**config.mk**
```make
export PLATFORM = sky130hd
export DESIGN_NAME = cpu_control_unit
export DESIGN_NICKNAME = d
export VERILOG_FILES = /design/src/rtl/cpu_control_unit.sv
export SDC_FILE = /design/constraint.sdc
export NUM_CORES = 1
export LEC_CHECK = 0
export ABC_AREA = 1
export BUFFER_PORTS_ARGS = -buffer_cell sky130_fd_sc_hd__buf_4
export CAP_MARGIN = 20
export CORE_UTILIZATION = 43
export DETAILED_ROUTE_END_ITERATION = 6
export HOLD_SLACK_MARGIN = 0.06
export PLACE_DENSITY = 0.82
export SETUP_SLACK_MARGIN = 0.2
export SYNTH_ARGS = -nofsm -noshare
export SYNTH_HDL_FRONTEND = slang
export SYNTH_SLANG_ARGS = --single-unit
```
**constraint.sdc**
```tcl
create_clock -name clk -period 1.4 [get_ports clk]
set_input_delay 0.21 -clock clk [delete_from_list [all_inputs] [get_ports clk]]
set_output_delay 0.21 -clock clk [all_outputs]
set_load 0.1 [all_outputs]
```
**src/rtl/cpu_control_unit.sv**
```systemverilog
// Multi-cycle instruction controller for the 16-bit core.
// Latches IR, splits fields, sequences datapath strobes.
module cpu_control_unit (
  input  logic        clk,
  input  logic        Rst,
  input  logic [15:0] inst,
  input  logic [4:0]  flags_in,
  output logic [5:0]  opcode,
  output logic [4:0]  reg_addr1,
  output logic [4:0]  reg_addr2,
  output logic [4:0]  imd_operand,
  output logic [4:0]  mem_addr,
  output logic [15:0] imd_addr,
  output logic        mem_wr,
  output logic        reg_wr,
  output logic        IorR,
  output logic        PcorR,
  output logic        Pc_Rst,
  output logic        Pc_Ld,
  output logic        pc_addr_sel,
  output logic        st_reg_ld,
  output logic [1:0]  Din_Sel
);

  typedef enum logic [2:0] {
    S_RST    = 3'd0,
    S_FETCH  = 3'd1,
    S_DECODE = 3'd2,
    S_EXEC   = 3'd3,
    S_WB     = 3'd4,
    S_HALT   = 3'd5
  } state_t;

  localparam logic [2:0] C_ALU_RR = 3'b000;
  localparam logic [2:0] C_ALU_RI = 3'b001;
  localparam logic [2:0] C_LOAD   = 3'b010;
  localparam logic [2:0] C_STORE  = 3'b011;
  localparam logic [2:0] C_JUMP   = 3'b100;
  localparam logic [2:0] C_BRANCH = 3'b101;
  localparam logic [2:0] C_HALT   = 3'b110;

  localparam logic [1:0] DIN_ALU = 2'b00;
  localparam logic [1:0] DIN_MEM = 2'b01;
  localparam logic [1:0] DIN_IMM = 2'b10;

  state_t      state;
  state_t      state_nxt;
  logic [15:0] ir;
  logic [15:0] ir_vis;
  logic [2:0]  cls;
  logic [2:0]  sub;

  logic is_rr;
  logic is_ri;
  logic is_ldi;
  logic is_ld;
  logic is_st;
  logic is_jmp;
  logic is_br;
  logic is_hlt;
  logic has_wb;
  logic br_taken;

  logic f_z;
  logic f_c;
  logic f_s;
  logic f_v;
  logic f_p;

  assign cls = ir[15:13];
  assign sub = ir[12:10];

  assign is_rr  = (cls == C_ALU_RR);
  assign is_ri  = (cls == C_ALU_RI);
  assign is_ldi = is_ri && (sub == 3'b111);
  assign is_ld  = (cls == C_LOAD);
  assign is_st  = (cls == C_STORE);
  assign is_jmp = (cls == C_JUMP);
  assign is_br  = (cls == C_BRANCH);
  assign is_hlt = (cls == C_HALT);
  assign has_wb = is_rr | is_ri | is_ld;

  assign f_z = flags_in[0];
  assign f_c = flags_in[1];
  assign f_s = flags_in[2];
  assign f_v = flags_in[3];
  assign f_p = flags_in[4];

  // Branch condition selected by IR[12:10]
  always_comb begin
    br_taken = 1'b0;
    unique case (sub)
      3'b000:  br_taken = f_z;
      3'b001:  br_taken = f_c;
      3'b010:  br_taken = f_s;
      3'b011:  br_taken = f_v;
      3'b100:  br_taken = f_p;
      3'b101:  br_taken = ~f_z;
      3'b110:  br_taken = ~f_c;
      default: br_taken = 1'b1;
    endcase
  end

  // State register; Rst wins from any state
  always_ff @(posedge clk) begin
    if (Rst) begin
      state <= S_RST;
    end else begin
      state <= state_nxt;
    end
  end

  // Instruction register, captured only as FETCH ends
  always_ff @(posedge clk) begin
    if (Rst) begin
      ir <= '0;
    end else if (state == S_FETCH) begin
      ir <= inst;
    end
  end

  // Next-state sequencing
  always_comb begin
    state_nxt = S_RST;
    unique case (state)
      S_RST:    state_nxt = S_FETCH;
      S_FETCH:  state_nxt = S_DECODE;
      S_DECODE: state_nxt = S_EXEC;
      S_EXEC: begin
        unique case (1'b1)
          has_wb:  state_nxt = S_WB;
          is_hlt:  state_nxt = S_HALT;
          default: state_nxt = S_FETCH;
        endcase
      end
      S_WB:     state_nxt = S_FETCH;
      S_HALT:   state_nxt = S_HALT;
      default:  state_nxt = S_RST;
    endcase
  end

  // Field outputs follow IR except while held in reset
  assign ir_vis      = (state == S_RST) ? '0 : ir;
  assign opcode      = ir_vis[15:10];
  assign reg_addr1   = ir_vis[9:5];
  assign reg_addr2   = ir_vis[4:0];
  assign imd_operand = ir_vis[4:0];
  assign mem_addr    = ir_vis[4:0];
  assign imd_addr    = {6'b0, ir_vis[9:0]};

  // Strobe generation per state and instruction class
  always_comb begin
    mem_wr      = 1'b0;
    reg_wr      = 1'b0;
    IorR        = 1'b0;
    PcorR       = 1'b0;
    Pc_Rst      = 1'b0;
    Pc_Ld       = 1'b0;
    pc_addr_sel = 1'b0;
    st_reg_ld   = 1'b0;
    Din_Sel     = DIN_ALU;
    unique case (state)
      S_RST: begin
        Pc_Rst = 1'b1;
      end
      S_FETCH: begin
        Pc_Ld = 1'b1;
      end
      S_EXEC: begin
        unique case (1'b1)
          is_rr: begin
            st_reg_ld = 1'b1;
          end
          is_ri: begin
            IorR      = 1'b1;
            st_reg_ld = ~is_ldi;
          end
          is_st: begin
            mem_wr = 1'b1;
          end
          is_jmp: begin
            Pc_Ld       = 1'b1;
            pc_addr_sel = 1'b1;
          end
          is_br: begin
            Pc_Ld       = br_taken;
            pc_addr_sel = br_taken;
            PcorR       = br_taken;
          end
          default: ;
        endcase
      end
      S_WB: begin
        reg_wr = 1'b1;
        unique case (1'b1)
          is_ld:   Din_Sel = DIN_MEM;
          is_ldi:  Din_Sel = DIN_IMM;
          default: Din_Sel = DIN_ALU;
        endcase
      end
      default: ;
    endcase
  end

endmodule

```
==> metrics, run 1 <==
status=did not finish; Stop stage=4_1_cts; Run Error=[ERROR DPL-0038] Utilization greater than 100%, impossible to legalize; register area share after synthesis=29.7%; Starting Density=46.1%; dpl hpwl=2380 µm; Post-synth EDFFs=0; Yosys warnings=0; flops & latches, synth=19; io pins=75; Die W=56.6 µm; Post-CTS Setup Inserts=5; Unique masters post-synth=23; CTS sink cnt=19; die height=56.6 µm; IO buf count=68; Synth Flop Type=dfxtp_1; CTS Buffer Depth=2; Num CTS Buffers=3; synthesized instance count=170; Root Driver=clkbuf_4; Post-Syn Area per Cell=7.54 µm²; Mapped Area=1280 µm²; Synth async-reset ratio=0%; routability cong.=0.820; H-Tree Depth=1; hold buffer count at CTS=0; row cnt=19; PostCTS Resize Cnt=164
-- stage by stage --
step	instance area, µm²	setup WS [ns]	cells	hold WS (ns)	utilization (%)
after detailed placement	2050	-0.0684	265	0.493	73.6
after floorplan	1810	-0.543	175	0.400	-
after global placement	2050	-0.0494	265	0.487	73.6
-- synthesized netlist by cell type, drive strengths merged, types with 2 or more instances --
master	n	share of area, %
nor2	39	12
buf	32	19
inv	26	7.6
dfxtp	19	30
a211oi	16	16
nand2	12	4.3
nand3	6	2.3
nor3	5	2.7
a21oi	4	1.6
nor4	3	1.5
nand4	2	0.98
o21ai	2	0.78
-- logic make-up after synthesis --
family / after synthesis / share of synthesized area [%]
AO/OA/AOI/OAI: 23 / 18.5
buffers and inverters: 59 / 27.2
flip-flops: 19 / 29.7
other: 1 / 0.293
AND/OR/NAND/NOR: 68 / 24.3
==> run 2: changes to the inputs <==
- CORE_UTILIZATION: 43 -> 34
- HOLD_SLACK_MARGIN: 0.06 -> unset
- PLACE_DENSITY: 0.82 -> unset
- PLACE_DENSITY_LB_ADDON: unset -> 0.15
- SETUP_SLACK_MARGIN: 0.2 -> unset
==> run 2 against run 1 <==
Against the previous run: the flow now finishes, with violations (negative setup slack); synthesized cell count is the same; area after synthesis is the same.
==> metrics, run 2 <==
status=finished, violations left; failing checks=negative setup slack; pin count of the biggest net entering global routing=20; vias in the first global route=1331; Routed WL per cell=13.3 µm; final period utilization=123%; Die W=63.4 µm (+12%); Fillers=212; Starting Density=36.9% (-9.1 points); max_cap viols=0; dpl hpwl=2510 µm (+5.5%); placed cell area=2060 µm² (+0.49%); Synth Flop Type=dfxtp_1; Pleak=1.15 nW; most frequent cells in the layout=buf_4 (45), buf_12 (44), nor2_1 (19), nor2_4 (18), inv_1 (17); antenna-violating nets left=0; Vias=1373; Register Area=397 µm²; f_max=579 MHz; antenna cells=0; Yosys warnings=0 (unchanged); PD cells=1500 nW/µm²; Tot GR Track Use=18.5%; share of layout cells above drive strength 1=70.7%; Critical Path RT=1.19 ns; Post-synth EDFFs=0 (unchanged); core area=3470 µm²; area grow syn2layout=118%; # DRC=0; Total Power=4.21 mW; register area share after synthesis=29.7% (unchanged); CP endpoint kind=output port; WL final=3890 µm; hold buffer count at CTS=0 (unchanged); post-synth top area share=29.7% (unchanged); Post-Syn Area per Cell=7.54 µm² (unchanged); Mapped Area=1280 µm² (unchanged); largest cells by area after synthesis=dfxtp_1 (30%), buf_4 (16%), a211oi_2 (16%), nor2_1 (11%), inv_1 (7.0%); Yosys top cell by area=dfxtp_1; multi-input logic area=848 µm²; Finish-stage setup viols=46; Worst-Skew Late Latency=0.25 ns; placed cells=280 (+5.7%); Unique masters post-synth=23 (unchanged); Synth async-reset ratio=0% (unchanged); IO buf count=68 (unchanged); Final Slew Violations=0; Setup crit start kind=flip-flop; CP arrival=1.52 ns; routability cong.=0.808 (-1.5%); most frequent cell after synthesis=nor2_1; Largest regs=ir (16), state (3); antenna violations before repair=0; Clock transition at path regs=0.07 ns; CTS sink cnt=19 (unchanged); initial drt markers=44; Nets=270; worst setup margin=-0.328 ns; crit path kind=reg -> out; first-pass GRT wire length=5950 µm; 1st-pass router iterations=4; Vias/cell=4.70; path type of the worst min-delay path=in -> reg; Final Hold Fails=0; Clock Skews=0.00165 ns; top cells by instance count after synthesis=nor2_1 (38), buf_4 (27), inv_1 (24); VDD IR-drop max=0.901 mV; final hold slack=0.227 ns; Fin Setup TNS=-12.40 ns; row cnt=21 (+2); Root Driver=clkbuf_8; commonest non-fill, non-tap cell in the layout=buf_4; die area=4020 µm²; fin crit period=1.73 ns; Top reg by flops=ir; Num CTS Buffers=3 (unchanged); synthesized instance count=170 (unchanged); flops & latches, synth=19 (unchanged); die height=63.4 µm (+12%); non-filler instance count after layout=292; post-route design area=2800 µm²; RSZ-0062 raised after global routing=true; CTS Buffer Depth=2 (unchanged); CTS tree=built; H-Tree Depth=1 (unchanged); crit path max fanout=5; max reg flops=16; io pins=75 (unchanged); total gr overflow=0
run 2: path summary, 6_finish.rpt:
kind         endpoint  cells after the start  slack [ns]      from
max             PcorR                      7       -0.33  state[0]
min            ir[15]                      3        0.23  inst[15]
max reg2reg    ir[14]                      7        0.14  state[0]
min reg2reg     ir[3]                      2        0.53     ir[3]
run 2: routing by layer:
metal  part of all wire (%)  global-route usage [%]  routed length, µm
met1                     39                    20.8               1510
met2                     56                    34.4               2170
met3                    4.4                    4.53                173
met4                    1.2                    4.26                 48
met5                      0                       0                  0
run 2: cell families after synthesis:
| logic type | after synthesis | synth area share [%] |
|---|---|---|
| AND/OR/NAND/NOR | 68 | 24.3 |
| buffers and inverters | 59 | 27.2 |
| AO/OA/AOI/OAI | 23 | 18.5 |
| flip-flops | 19 | 29.7 |
| other | 1 | 0.293 |
run 2: cell type report:
cell class | count | share of cell area, %
timing repair buffer | 100 | 48.0
tap | 46 | 2.06
sequential | 19 | 14.2
inverter | 26 | 3.76
clock buffer | 4 | 1.61
multi-input combinational | 97 | 30.3
run 2: stage by stage:
stage	utilization (%)	setup slack [ns]
6_report	80.6	-0.328
5_1_grt	80.6	-0.409
4_1_cts	77.7	-0.311
3_5_place_dp	59.3	-0.0866
3_3_place_gp	59.3	-0.0663
2_1_floorplan	-	-0.543
run 2: report_power, final:
group | switching [mW] | internal (mW)
Clock | 0.182 | 0.202
Combinational | 2.02 | 1.07
Sequential | 0.0812 | 0.649
Total | 2.28 | 1.93
run 2: timing repair:
| action | in CTS | in global routing |
|---|---|---|
| setup endpoints to repair | 46 | 46 |
| buffers inserted | 4 | 4 |
| pin swaps | 14 | 9 |
| endpoints found under the hold margin | 0 | 0 |
| gates resized for setup | 142 | 16 |
run 2: critical path, stage by stage (launching register included):
cell and delay (ns):
dfxtp_2 0.36, inv_2 0.06, nor2_4 0.13, nand2_4 0.09, nor3_4 0.20, nand2_2 0.09, a21oi_4 0.14, buf_12 0.19
Power figures use the tool's default switching activity.
==> run 3: changes to the inputs <==
- CAP_MARGIN: 20 -> unset
- CELL_PAD_IN_SITES_DETAIL_PLACEMENT: unset -> 0
- CELL_PAD_IN_SITES_GLOBAL_PLACEMENT: unset -> 1
- CORE_ASPECT_RATIO: unset -> 0.9
- CORE_UTILIZATION: 34 -> 29
==> run 3 against run 2 <==
Against the previous run: the flow still finishes with violations (negative setup slack); final area increased by 1.6%; sequential share of layout area fell by 0.13 points; hold slack better by 0.0039 ns; critical path depth unchanged; global-route usage down 3.3 points; utilization is 12 points lower; via count fell by 2.9%; clock skew grew 0.00088 ns; final cell count up 6.5%.
==> metrics, run 3 (same netlist as run 2, synthesis figures left out) <==
CTS tree=built; total gr overflow=0 (unchanged); antenna cells=0 (unchanged); Worst-Skew Late Latency=0.25 ns (about the same); initial drt markers=45 (+2.3%); io pins=75 (unchanged); worst setup margin=-0.359 ns (-0.0311 ns); Pleak=1.18 nW (+2.4%); max_cap viols=0 (unchanged); reg2reg end=ir[14]; Final Hold Fails=0 (unchanged); pin count of the biggest net entering global routing=20 (unchanged); row cnt=22 (+4.8%); reg-to-reg startpoint=state[0]; crit path kind=reg -> out; antenna-violating nets left=0 (unchanged); IO buf count=68 (unchanged); 1st-pass router iterations=4 (unchanged); routability cong.=0.708 (-12%); max reg flops=16 (unchanged); Worst path top cell family by delay=buffers and inverters; PD cells=1510 nW/µm² (+0.17%); Clock transition at path regs=0.07 ns (about the same); FF-to-FF path depth=7 (unchanged); Routed WL per cell=12.1 µm (-9.5%); Root Driver=clkbuf_8; VDD IR-drop max=0.856 mV (-4.9%); reg-to-reg slack, setup=0.16 ns (+0.02 ns); Total Power=4.28 mW (+1.7%); Largest regs=ir (16), state (3); Setup crit start kind=flip-flop; grt peak-use layer=met2; met1 Track Usage GR=18.0% (-2.8 points); WL final=3760 µm (-3.6%); failing checks=negative setup slack; WP buf/inv=5 (+3); Final Slew Violations=0 (unchanged); Vias/cell=4.29 (-8.8%); Finish-stage setup viols=46 (unchanged); GRT met2 Usage=28.9% (-5.6 points); core area=4160 µm² (+20%); Setup crit end=imd_addr[0]; CP arrival=1.55 ns (+0.03 ns); Die W=72.1 µm (+14%); Top reg by flops=ir; Vias=1333 (-2.9%); met3 global-route usage=3.89% (-0.64 points); most frequent cells in the layout=buf_4 (40), buf_12 (38), buf_6 (24), nor2_1 (20); Num CTS Buffers=3 (unchanged); die area=4690 µm² (+17%); Critical-path top delay cell=dfxtp_2; WP depth=7 (unchanged); Fillers=323 (+52%); CP endpoint kind=output port; dpl hpwl=2580 µm (+3.0%); CP Launch Point=state[2]; area grow syn2layout=122%; CTS sink cnt=19 (unchanged); commonest non-fill, non-tap cell in the layout=buf_4; Critical Path RT=1.19 ns (about the same); Nets=275 (+1.9%); status=finished, violations left; final period utilization=126% (+2.2 points); vias in the first global route=1239 (-6.9%); die height=65.1 µm (+2.6%); path type of the worst min-delay path=in -> reg; RSZ-0062 raised after global routing=true; max incr delay on CP=0.36 ns (about the same); Placement Setup Slack=-0.102 ns (-0.0154 ns); Clock Skews=0.00254 ns (+0.000884 ns); fin crit period=1.76 ns (+0.0311 ns); Tot GR Track Use=15.2% (-3.3 points); # DRC=0 (unchanged); crit-path cells=buf_6 -> nor3_4 -> buf_6 -> buf_12 -> nor2_4 -> buf_4 -> buf_12; first-pass GRT wire length=5620 µm (-5.4%); Fin Setup TNS=-11.53 ns (+0.874 ns); f_max=568 MHz (-1.8%); share of layout cells above drive strength 1=70.5% (-0.21 points); H-Tree Depth=1 (unchanged); crit path max fanout=4 (-1); Starting Density=30.8% (-6.1 points); CTS Buffer Depth=2 (unchanged); antenna violations before repair=0 (unchanged)
-- run 3: changes by cell type in the layout (fill, tap and decap cells not counted), moves of 2 or more --
cell     change
buf_12       -6
buf_6       +13
buf_8        +2
nand2_2      +2
buf_4        -5
nand2_4      -2
-- run 3: power breakdown --
part	internal (mW)	total, mW	switching [mW]
registers	0.650	0.730	0.0800
clock network	0.202	0.380	0.178
logic	1.16	3.17	2.01
-- run 3: layout make-up --
cell class              instances  area, µm²  share of cell area (%)
multi-input cells              97        826                    29.1
repair buffers                105       1390                    48.8
inverters                      26        108                    3.79
well taps                      60       75.1                    2.64
flip-flops and latches         19        399                    14.1
clock buffers                   4       45.0                    1.59
-- run 3: worst min-delay path, stage by stage --
cell and delay, ns:
buf_4 0.08, nor2_1 0.04, a211oi_2 0.12
-- run 3: what timing repair did --
item,in CTS,in global routing
setup endpoints to repair,46,46
resized for setup,90,64
hold buffers,0,0
pin swaps,5,12
cloned,0,1
setup buffers,0,12
-- run 3: metrics by stage --
step / cells / util, % / instance area [µm²] / hold slack [ns]
2_1_floorplan: 175 / - / 1800 / 0.400
3_3_place_gp: 295 / 49.8 / 2070 / 0.485
3_5_place_dp: 295 / 49.8 / 2070 / 0.494
4_1_cts: 298 / 59.2 / 2460 / 0.227
5_1_grt: 311 / 68.3 / 2840 / 0.230
6_report: 311 / 68.3 / 2840 / 0.231
-- run 3: how the worst min path moves through the flow --
stage / start / endpoint / slack [ns] / cells past startpoint
after global placement: inst[5] / ir[5] / 0.48 / 3
final: inst[7] / ir[7] / 0.23 / 3
after detailed placement: inst[7] / ir[7] / 0.49 / 3
after global routing: inst[12] / ir[12] / 0.23 / 3
after floorplan: inst[10] / ir[10] / 0.40 / 2
after CTS: inst[7] / ir[7] / 0.23 / 3
-- run 3: layer usage --
| layer | part of all wire, % | routed length (µm) |
|---|---|---|
| met1 | 39 | 1450 |
| met2 | 58 | 2200 |
| met3 | 3.0 | 111 |
| met4 | 0 | 0 |
| met5 | 0 | 0 |
==> run 4: changes to the inputs <==
==> constraint.sdc (replaced) <==
create_clock -name clk -period 1.4 [get_ports clk]
set_input_delay 0.21 -clock clk [delete_from_list [all_inputs] [get_ports clk]]
set_output_delay 0.21 -clock clk [all_outputs]
set_load 0.02 [all_outputs]
==> run 4 against run 3 <==
Against the previous run: the flow still finishes with violations (negative setup slack); combinational power shrank 52%; hold slack improved by 0.00074 ns; non-clock buffer count down 18; largest power group unchanged; highest routed layer is now met4.
==> metrics, run 4 (same netlist as run 2, synthesis figures left out) <==
VDD IR-drop max=0.633 mV (-26%); Nets=257 (-6.5%); placed cell area=1770 µm² (-14%); vias in the first global route=1202 (-3.0%); reg-to-reg slack, setup=0.18 ns (+0.02 ns); Clock Skews=0.00459 ns (+0.00205 ns); worst setup margin=-0.171 ns (+0.188 ns); FF-to-FF path depth=7 (unchanged); Tot GR Track Use=14.3% (-0.87 points); Top reg by flops=ir; Final Slew Violations=0 (unchanged); initial drt markers=24 (-47%); Largest regs=ir (16), state (3); max incr delay on CP=0.38 ns (+0.02 ns); endpoint of the worst hold path=ir[1]; antenna cells=0 (unchanged); final hold slack=0.232 ns (+0.000744 ns); Starting Density=30.8% (unchanged); f_max=637 MHz (+12%); PD cells=1200 nW/µm² (-21%); post-route design area=2210 µm² (-22%); Setup crit start kind=flip-flop; Clock transition at path regs=0.07 ns (about the same); Num CTS Buffers=3 (unchanged); share of layout cells above drive strength 1=66.5% (-4.0 points); row cnt=22 (unchanged); CTS tree=built; dpl hpwl=2460 µm (-4.6%); path type of the worst min-delay path=in -> reg; Root Driver=clkbuf_8; io pins=75 (unchanged); reg-to-reg startpoint=state[0]; most frequent cells in the layout=buf_6 (44), buf_4 (41), nor2_1 (20), inv_1 (18), a211oi_2 (16); die area=4690 µm² (unchanged); hold wc startpoint=inst[1]; CP endpoint kind=output port; antenna-violating nets left=0 (unchanged); area grow syn2layout=72.4%; GRT met2 Usage=24.6% (-4.2 points); status=finished, violations left; RSZ-0062 raised after global routing=true; hold buffer count at CTS=0 (unchanged); crit path max fanout=8 (+4); Routed WL per cell=11.4 µm (-5.7%); first-pass GRT wire length=5270 µm (-6.3%); failing checks=negative setup slack; grt peak-use layer=met2; Fillers=387 (+20%); Worst path top cell family by delay=flip-flops; WP buf/inv=2 (-3); WL final=3340 µm (-11%); post-route core utilization=53.1% (-15 points); non-filler instance count after layout=293 (-5.8%); Pleak=0.984 nW (-17%); final period utilization=112% (-13 points); fin crit period=1.57 ns (-0.188 ns); reg2reg end=ir[7]; Final Hold Fails=0 (unchanged); Critical-path top delay cell=dfxtp_4; multi-input logic area=747 µm² (-9.5%); total gr overflow=0 (unchanged); die height=65.1 µm (unchanged); crit-path cells=nor3_4 -> buf_8 -> nor2_1 -> buf_4; Die W=72.1 µm (unchanged); antenna violations before repair=0 (unchanged); Vias=1274 (-4.4%); # DRC=0 (unchanged); Register Area=403 µm² (+0.94%); commonest non-fill, non-tap cell in the layout=buf_6; hold depth=3 (unchanged); crit path kind=reg -> out; max_cap viols=0 (unchanged); core area=4160 µm² (unchanged); CTS Buffer Depth=2 (unchanged); CP arrival=1.36 ns (-0.19 ns); placed cells=282 (-4.4%); max reg flops=16 (unchanged); pin count of the biggest net entering global routing=20 (unchanged); Vias/cell=4.35 (+1.4%); 1st-pass router iterations=4 (unchanged); met3 global-route usage=4.51% (+0.62 points); Finish-stage setup viols=45 (-2.2%); IO buf count=68 (unchanged); met1 Track Usage GR=17.5% (-0.54 points); Worst-Skew Late Latency=0.25 ns (about the same); Critical Path RT=1.19 ns (about the same); routability cong.=0.758 (+7.1%); CTS sink cnt=19 (unchanged); H-Tree Depth=1 (unchanged)
run 4: cell count changes in the layout (fill, tap and decap cells not counted), sizes merged:
cell / before / now
buf: 104 / 87
clkinvlp: 2 / 0
inv: 24 / 26
clkbuf: 5 / 4
run 4: report_power, final:
| part | switching (mW) | internal [mW] |
|---|---|---|
| Sequential | 0.0881 | 0.650 |
| Clock | 0.176 | 0.202 |
| Combinational | 0.834 | 0.692 |
run 4: worst max-delay path by stage:
stage               startpoint        endpoint  slack (ns)  cells past startpoint
floorplan             state[0]           PcorR       -0.02                      6
global placement      state[2]           PcorR        0.07                      6
detailed placement    state[1]  imd_operand[0]        0.05                      4
CTS                   state[0]       opcode[2]       -0.15                      5
global route            ir[11]           Pc_Ld       -0.25                      9
finish                state[2]       opcode[0]       -0.17                      4
run 4: what timing repair did:
item                       4_1_cts  5_1_grt
cloned                           1        0
pin swaps                        4        2
gates resized for setup         76       29
setup endpoints to repair       46       45
buffers inserted                 3        3
run 4: area by class of cell:
class,instances,share of cell area [%]
Multi-Input combinational cell,97,33.8
Inverter,26,4.53
Clock buffer,4,2.04
Timing Repair Buffer,87,38.0
Sequential cell,19,18.2
Tap cell,60,3.40
run 4: stage by stage:
step	setup slack, ns	TNS, ns	power, mW
floorplan	-0.0155	-0.0155	1.56
global placement	0.0708	0	1.88
detailed placement	0.0468	0	1.90
CTS	-0.153	-5.40	2.56
global route	-0.253	-9.29	2.80
finish	-0.171	-6.06	2.64
run 4: routing by layer:
metal | wire [µm] | part of all wire [%]
met1 | 1390 | 42
met4 | 25 | 0.75
met2 | 1750 | 52
met5 | 0 | 0
met3 | 172 | 5.2
run 4: worst reg2reg max path, cell delays in order, from the launching register on:
cell,delay (ns)
dfxtp_2,0.35
inv_2,0.06
nor2_4,0.12
buf_4,0.13
nand2_4,0.06
buf_4,0.20
nor2_1,0.14
a211oi_2,0.05
